--- src/rtl/seletor_tiro_inimigo.sv ---
// Enemy fire scheduler: interval timer, LFSR start column, bottom-most live enemy scan.
// Define SELETOR_MIRA_EN to make every other shot aim at coluna_mira.
module seletor_tiro_inimigo #(
    parameter int          COLUNAS   = 13,
    parameter int          LINHAS    = 5,
    parameter int          INTERVALO = 5_000_000,
    parameter logic [15:0] LFSR_SEED = 16'hACE1
) (
    input  logic                      clk,
    input  logic                      reset,
    input  logic                      habilitar,
    input  logic [COLUNAS*LINHAS-1:0] vivo_inimigo,
    input  logic                      tiro_livre,
`ifdef SELETOR_MIRA_EN
    input  logic [5:0]                coluna_mira,
`endif
    output logic                      disparo,
    output logic [5:0]                id_coluna,
    output logic [5:0]                id_linha,
    output logic [6:0]                id_inimigo,
    output logic                      ocupado,
    output logic                      sem_alvo
);
    localparam logic [23:0] RECARGA = 24'(INTERVALO - 1);
    localparam logic [5:0]  NCOL    = 6'(COLUNAS);
    localparam logic [5:0]  COL_MAX = 6'(COLUNAS - 1);
    localparam logic [5:0]  LIN_MAX = 6'(LINHAS - 1);

    typedef enum logic [1:0] {
        ESPERA,
        SORTEIA,
        VARRE,
        DISPARA
    } estado_t;

    estado_t     estado;
    logic [23:0] timer;
    logic [15:0] lfsr;
    logic [5:0]  cand;
    logic [5:0]  cand_ini;
    logic [5:0]  col;
    logic [5:0]  col_ini;
    logic [5:0]  col_prox;
    logic [5:0]  linha;
    logic [6:0]  idx;
    logic        toggle;

    assign idx      = 7'(linha) * 7'(COLUNAS) + 7'(col);
    assign col_prox = (col == COL_MAX) ? 6'd0 : col + 6'd1;
    assign ocupado  = (estado != ESPERA);

`ifdef SELETOR_MIRA_EN
    assign cand_ini = !toggle ? lfsr[5:0] :
                      (coluna_mira > COL_MAX) ? COL_MAX : coluna_mira;
`else
    assign cand_ini = lfsr[5:0];
`endif

    always_ff @(posedge clk) begin
        if (reset)
            lfsr <= LFSR_SEED;
        else
            lfsr <= {lfsr[14:0], lfsr[15] ^ lfsr[13] ^ lfsr[12] ^ lfsr[10]};
    end

    always_ff @(posedge clk) begin
        if (reset) begin
            estado     <= ESPERA;
            timer      <= RECARGA;
            cand       <= '0;
            col        <= '0;
            col_ini    <= '0;
            linha      <= '0;
            disparo    <= 1'b0;
            id_coluna  <= '0;
            id_linha   <= '0;
            id_inimigo <= '0;
            sem_alvo   <= 1'b0;
            toggle     <= 1'b0;
        end else begin
            disparo <= 1'b0;
            if (!habilitar) begin
                estado <= ESPERA;
                timer  <= RECARGA;
            end else begin
                unique case (estado)
                    ESPERA: begin
                        if (timer != 24'd0) begin
                            timer <= timer - 24'd1;
                        end else if (tiro_livre) begin
                            cand   <= cand_ini;
                            estado <= SORTEIA;
                        end
                    end
                    SORTEIA: begin
                        // Modulo by repeated subtraction; cand is at most 63.
                        if (cand >= NCOL) begin
                            cand <= cand - NCOL;
                        end else begin
                            col     <= cand;
                            col_ini <= cand;
                            linha   <= LIN_MAX;
                            estado  <= VARRE;
                        end
                    end
                    VARRE: begin
                        if (vivo_inimigo[idx]) begin
                            id_coluna  <= col;
                            id_linha   <= linha;
                            id_inimigo <= idx;
                            disparo    <= 1'b1;
                            sem_alvo   <= 1'b0;
                            toggle     <= ~toggle;
                            estado     <= DISPARA;
                        end else if (linha == 6'd0) begin
                            linha <= LIN_MAX;
                            col   <= col_prox;
                            if (col_prox == col_ini) begin
                                sem_alvo <= 1'b1;
                                timer    <= RECARGA;
                                estado   <= ESPERA;
                            end
                        end else begin
                            linha <= linha - 6'd1;
                        end
                    end
                    DISPARA: begin
                        timer  <= RECARGA;
                        estado <= ESPERA;
                    end
                    default: estado <= ESPERA;
                endcase
            end
        end
    end
endmodule
--- config.mk ---
export PLATFORM = sky130hd
export DESIGN_NAME = seletor_tiro_inimigo
export DESIGN_NICKNAME = d
export VERILOG_FILES = /design/src/rtl/seletor_tiro_inimigo.sv
export SDC_FILE = /design/constraint.sdc
export NUM_CORES = 1
export LEC_CHECK = 0
export CORE_MARGIN = 5
export CORE_UTILIZATION = 45
export DETAILED_ROUTE_END_ITERATION = 16
export DONT_BUFFER_PORTS = 1
export GPL_TIMING_DRIVEN = 0
export PLACE_DENSITY_LB_ADDON = 0.2
export SYNTH_ARGS = -nofsm -noshare
export SYNTH_HDL_FRONTEND = slang
export SYNTH_SLANG_ARGS = --single-unit
--- constraint.sdc ---
create_clock -name clk -period 6.1 [get_ports clk]
set_clock_uncertainty 0.2 [all_clocks]
set_input_delay 0.915 -clock clk [delete_from_list [all_inputs] [get_ports clk]]
set_output_delay 0.915 -clock clk [all_outputs]
set_load 0.01 [all_outputs]
=== After elaboration in Yosys (flattened, before gate mapping) ===
Index checks and enable logic that the tools add are counted.

* Register bits: 87
* Bits in latches: 0
* Memory bits (writable): 0
* Memory bits (read-only): 0
* Memories: 0

* $add $sub $neg: 5
* $mul: 1
* Div/mod/pow operators: 0
* Magnitude comparators: 2
* Equality and inequality tests: 15
* Shift operators: 0
* Muxes and demuxes: 31
* Bitwise operators: 6
* Reduce and logical (&&, ||, !) cells: 19

{| class="wikitable"
|+ Operators by type and width
! operator !! count
|-
| two-way mux 24 bit || 4
|-
| case mux 24 bit (3 select lines) || 1
|-
| two-way mux 6 bit || 10
|-
| case mux 6 bit (2 select lines) || 3
|-
| nonzero test 24 bit || 1
|-
| subtractor 24 x 1 -> 24 bit (second input constant) || 1
|-
| AND reduction 5 bit || 4
|-
| inequality test 2 bit (second input constant) || 8
|-
| two-way mux 2 bit || 6
|-
| nonzero test 2 bit || 5
|-
| < comparator 7 x 8 -> 1 bit (second input constant) || 1
|-
| case mux 2 bit (4 select lines) || 1
|-
| AND reduction 4 bit || 2
|-
| adder 7 x 6 -> 7 bit || 1
|-
| binary-select mux 1 bit (select 7 bit) || 1
|-
| multiplier 6 x 4 -> 7 bit (second input constant) || 1
|-
| adder 6 x 1 -> 6 bit (second input constant) || 1
|-
| equality test 6 x 4 -> 1 bit (second input constant) || 1
|-
| equality test 6 bit || 1
|-
| greater-or-equal comparator 6 x 4 -> 1 bit (second input constant) || 1
|-
| zero test 6 bit || 1
|-
| inequality test 3 bit (second input constant) || 2
|-
| AND reduction 3 bit || 2
|-
| subtractor 6 x 1 -> 6 bit (second input constant) || 1
|-
| 10 further kinds || 19
|}

=== Longest topological paths before layout ===
* Word-level depth: 7
* Depth in mapped cells: 17
* Depth with buffers taken out: 15

=== Worst setup path after synthesis ===
Ideal clock, no wire load.

* Path kind: reg-to-reg
* Start point: reg linha[1]
* End point: reg col[5]
* Arrival: 3.953 ns
* Required time: 5.783 ns
* Path slack: 1.829 ns
* Cell stages (with the launch flop): 16
* Path buffers: 2
* Cell sequence: dfxtp_1 inv_1 ha_1 fa_1 fa_1 ha_1 or3b_1 buf_2 o2bb2ai_2 xor2_1 mux2i_1 o211ai_2 o21ai_2 buf_2 nand2_1 a32o_1

* Cells in the longest elaborated chain, start to end: 6

{| class="wikitable"
|+ RTL lines
! element !! line !! RTL
|-
| start: declaration || 44 || <nowiki>logic [5:0] linha;</nowiki>
|-
| start signal: assignment || 124 || <nowiki>linha <= linha - 6'd1;</nowiki>
|-
| multiplier 6 x 4 -> 7 bit || 48 || <nowiki>assign idx = 7'(linha) * 7'(COLUNAS) + 7'(col);</nowiki>
|-
| adder 7 x 6 -> 7 bit || 48 ||
|-
| binary-select mux 1 bit (select 7 bit) || 107 || <nowiki>if (vivo_inimigo[idx]) begin</nowiki>
|-
| two-way mux 1 bit (implied by the code) || 107 ||
|-
| inequality test 2 bit (no source line) || - ||
|-
| AND reduction 5 bit (no source line) (*) || - ||
|-
| end signal: assignment || 100 || <nowiki>col <= cand;</nowiki>
|-
| end signal: assignment || 117 || <nowiki>col <= col_prox;</nowiki>
|-
| end: declaration || 41 || <nowiki>logic [5:0] col;</nowiki>
|}

Every way passes the cells marked *; elsewhere a longest branch is shown, timed or not. The select of a mux whose other input is x is not followed.
A chain may end at the register's enable or synchronous reset.

=== Worst setup path in the final report ===
* Start point: reg linha[1]
* End point: reg timer[3]

* Cells in the longest elaborated chain, start to end: 6

{| class="wikitable"
|+ RTL lines
! element !! line !! RTL
|-
| multiplier 6 x 4 -> 7 bit || 48 ||
|-
| adder 7 x 6 -> 7 bit || 48 ||
|-
| binary-select mux 1 bit (select 7 bit) || 107 ||
|-
| two-way mux 1 bit (implied by the code) || 107 ||
|-
| inequality test 2 bit (no source line) || - ||
|-
| AND reduction 5 bit (no source line) (*) || - ||
|-
| end signal: assignment || 89 || <nowiki>timer <= timer - 24'd1;</nowiki>
|-
| end: declaration || 37 || <nowiki>logic [23:0] timer;</nowiki>
|}

Marks and branches as above.

==> out/metrics.sh <==
ROUTED_WL_UM=12500
DIEWIDTH_UM=116
WORST_SETUP_PATH_END_KIND='register'
CTS-HOLD-FIX-BUFFERS=0
FIN_CELLS=738
CRITICAL_REGISTER_TO_REGISTER_PATH_STARTPOINT='linha[1]'
AVGROUTEDWIREPERCELL_UM=16.9
POST_SYNTH_INSTANCE_AREA_MM2=0.00509
POST-CTS-SETUP-BUFFERS=0
ROUTABILITYCONGESTION=0.928
INSERTEDDIODECOUNT=0
WORST-SLEW-PIN-TRANSITION_NS=0.608
FIN_CRIT_SH=0.801
GRT_UTIL_ALL_LAYERS=0.193
HOLD-PATH-ENDPOINT='lfsr[15]'
CTS_TREE='built'
SYNTH_FF_TYPE='sky130_fd_sc_hd__dfxtp_1'
AREA_GROWTH_SYN_TO_LAYOUT_PCT=9.61
NETLIST-CELL-TYPE-COUNT=62
PLACEMENT_ROWS=38
FINAL_LAYOUT_SIZE_SUFFIX_GT1_FRAC=0.114
SYN_INST=582
TIMING.HOLD.WORST.CLASS='register to register'
YOSYS_REGISTER_BITS=87
SETUP_REPAIR_AFTER_GLOBAL_ROUTING_MISSED_ITS_MARGIN='no'
SYN_AREA_PER_CELL_UM2=8.75
CTS_RESIZED=0
STATUS='complete, no violations'
CTS-ROOT-TO-SINK-BUFFERS=2
DRT-PASS1-ITER-COUNT=5
DRV_SLEW=0
REQUIRED_TIME_AT_THE_WORST_SLACK_ENDPOINT_NS=6.17
TIMING.FINAL.SETUP_VIOLATIONS=0
POSTROUTEANTENNANETS=0
ANTENNA_FOUND_INITIAL=0
FINISH.NET_COUNT=693
TIMING.FINAL.CRIT_PERIOD_NS=4.89
YOSYSSEQAREASHARE=0.342
NUM_IO_PINS=91
DETAIL_ROUTE.VIAS_PER_CELL=5.82
DRV_CAP=0
DRTITER0DRC=303
PLACE.DETAILED.INSTANCES=722
WIRE_LENGTH_OF_THE_FIRST_GLOBAL_ROUTING_PASS_UM=20800
DRC_ERRORS=0
SHARE_OF_FLIP_FLOPS_WITH_AN_ASYNCHRONOUS_SET_OR_RESET_AFTER_SYNTHESIS=0
FMAX_GHz=0.205
LEAKAGE_POWER_nW=2.01
R2R_CELLS=16
FP.DIEH_UM=116
HOLD_PATH_STARTPOINT='lfsr[14]'
HOLDPATHSTAGES=1
REG2REG_TO='timer[3]'
RRSETUPSLACK_NS=1.21
CLOCK_LATENCY_NS=0.34
CLOCK_SINKS=87
MOST_FREQUENT_CELLS_IN_THE_LAYOUT='87 x sky130_fd_sc_hd__dfxtp_1, 64 x sky130_fd_sc_hd__nand2_1, 40 x sky130_fd_sc_hd__nor2_1, 38 x sky130_fd_sc_hd__a21oi_1, 35 x sky130_fd_sc_hd__o21ai_0'
CTS_MADE_BUFFERS=9
WORST-SETUP-PATH-TYPE='register to register'
SETUP.WORST_PATH.START_CLASS='register'
PORT_BUFFERS=0
INITIAL_STANDARD_CELL_UTILIZATION_OF_THE_CORE=0.464
GRT_MAX_DEGREE=15
IR_DROP_mV=0.196
YOSYS_WARNINGS=0
SYNTH_EDF_COUNT=0
FLOORPLAN.DIE_AREA_MM2=0.0135
CRIT_PATH_MAX_FANOUT=10
CELLPOWERDENSITY_mW_PER_MM2=215
HTREE_NUM_LEVELS=3
DP_HPWL_UM=9510
MAPPEDNETLISTNETS=682
DETAILROUTE.VIA_COUNT=4297
GRT_OVERFLOW=0
LAYOUT.CELLS.MOST_COMMON='sky130_fd_sc_hd__dfxtp_1'
SETUP-TNS-FINAL_NS=0
CTS_ROOT_BUF='sky130_fd_sc_hd__clkbuf_16'
WORST_MAX_SLEW_MARGIN_EXPRESSED_RELATIVE_TO_THE_LIMIT=0.595
CRIT_ARRIVAL_NS=4.96
CORE_AREA_MM2=0.0110
CLKSLEWWORSTSETUPHOLDPATHS_NS=0.06
FINAL-HOLD-VIOLATION-COUNT=0
GRT_PASS1_VIAS=4194
-- Yosys cell counts (all sizes together), types with 6 or more instances --
cell type / n / area, um^2
dfxtp: 87 / 1740
nand2: 64 / 240
nor2: 42 / 163
a21oi: 38 / 190
o21ai: 37 / 189
ha: 25 / 313
inv: 24 / 90.1
clkbuf: 18 / 67.6
mux4: 16 / 360
nand3: 15 / 75.1
buf: 13 / 81.3
nor2b: 13 / 81.3
nor3: 13 / 65.1
xnor2: 13 / 114
or2: 12 / 75.1
xor2: 11 / 96.3
a22o: 10 / 87.6
nand4: 10 / 62.6
o21a: 10 / 75.1
nor4: 9 / 62.6
o22ai: 8 / 50.1
a211oi: 7 / 57.6
and3: 7 / 43.8
nand2b: 7 / 43.8
fa: 6 / 120
nand3b: 6 / 45.0
-- power by group --
group	internal [mW]	switching (mW)	leakage (nW)	total [mW]
logic	0.0196	0.0222	1.16	0.0418
registers	0.576	0.00397	0.706	0.580
clock network	0.357	0.220	0.148	0.577
total	0.953	0.246	2.01	1.20
-- flip-flops by register name, indices dropped and copies added, names as in the netlist --
signal,cells
sem_alvo,1
id_inimigo,7
linha,6
id_linha,6
estado,2
lfsr,16
disparo,1
col,6
id_coluna,6
col_ini,6
cand,6
timer,24
-- logic make-up after synthesis --
group	share of synthesized area
AO/OA/AOI/OAI	0.195
AND/OR/NAND/NOR	0.208
buffers and inverters	0.0477
multiplexers	0.0806
XOR/XNOR	0.0413
flip-flops	0.342
adder cells (fa/ha/maj)	0.0850
-- worst max path at each step --
| stage | from | to | cells after the start |
|---|---|---|---|
| 3_3_place_gp | linha[1] | timer[3] | 16 |
| 6_report | linha[1] | timer[3] | 16 |
| 5_1_grt | linha[1] | timer[4] | 16 |
| 4_1_cts | linha[1] | timer[5] | 16 |
| 2_1_floorplan | linha[1] | col[5] | 15 |
| 3_5_place_dp | linha[1] | timer[5] | 16 |
-- worst max-delay path, cell delays in order (launching register included) --
cell	delay [ns]
sky130_fd_sc_hd__dfxtp_1	0.46
sky130_fd_sc_hd__inv_1	0.16
sky130_fd_sc_hd__ha_1	0.34
sky130_fd_sc_hd__fa_1	0.54
sky130_fd_sc_hd__fa_1	0.43
sky130_fd_sc_hd__ha_1	0.37
sky130_fd_sc_hd__or3b_1	0.35
sky130_fd_sc_hd__buf_2	0.17
sky130_fd_sc_hd__o2bb2ai_2	0.13
sky130_fd_sc_hd__xor2_1	0.27
sky130_fd_sc_hd__mux2i_1	0.25
sky130_fd_sc_hd__o211ai_2	0.17
sky130_fd_sc_hd__buf_6	0.18
sky130_fd_sc_hd__a22oi_2	0.35
sky130_fd_sc_hd__buf_4	0.26
sky130_fd_sc_hd__o22ai_1	0.09
sky130_fd_sc_hd__nand2_1	0.09
-- per-stage QoR --
| stage | total power [mW] | hold WS, ns | setup slack [ns] | utilization | instance area (um^2) |
|---|---|---|---|---|---|
| floorplan | 0.624 | 0.189 | 1.83 | - | 5090 |
| global placement | 0.634 | 0.194 | 1.23 | 0.479 | 5270 |
| detailed placement | 0.634 | 0.196 | 1.23 | 0.479 | 5270 |
| CTS | 1.21 | 0.216 | 1.22 | 0.508 | 5580 |
| global route | 1.25 | 0.236 | 0.938 | 0.508 | 5580 |
| finish | 1.20 | 0.213 | 1.21 | 0.508 | 5580 |
-- cell type report --
| class | count | area [um^2] |
|---|---|---|
| inverters | 25 | 93.8 |
| clock inverters | 6 | 85.1 |
| plain buffers | 31 | 149 |
| well taps | 140 | 175 |
| fillers | 1053 | 5400 |
| multi-input cells | 439 | 3110 |
| flip-flops and latches | 87 | 1740 |
| clock buffers | 10 | 229 |
-- layer usage --
metal / GRT usage / routed length [um] / share of wire
met1: 0.258 / 5690 / 0.46
met2: 0.308 / 5770 / 0.46
met3: 0.0513 / 842 / 0.067
met4: 0.0549 / 188 / 0.015
met5: 0 / 0 / 0
No activity file was read; power rests on OpenSTA's default activity.
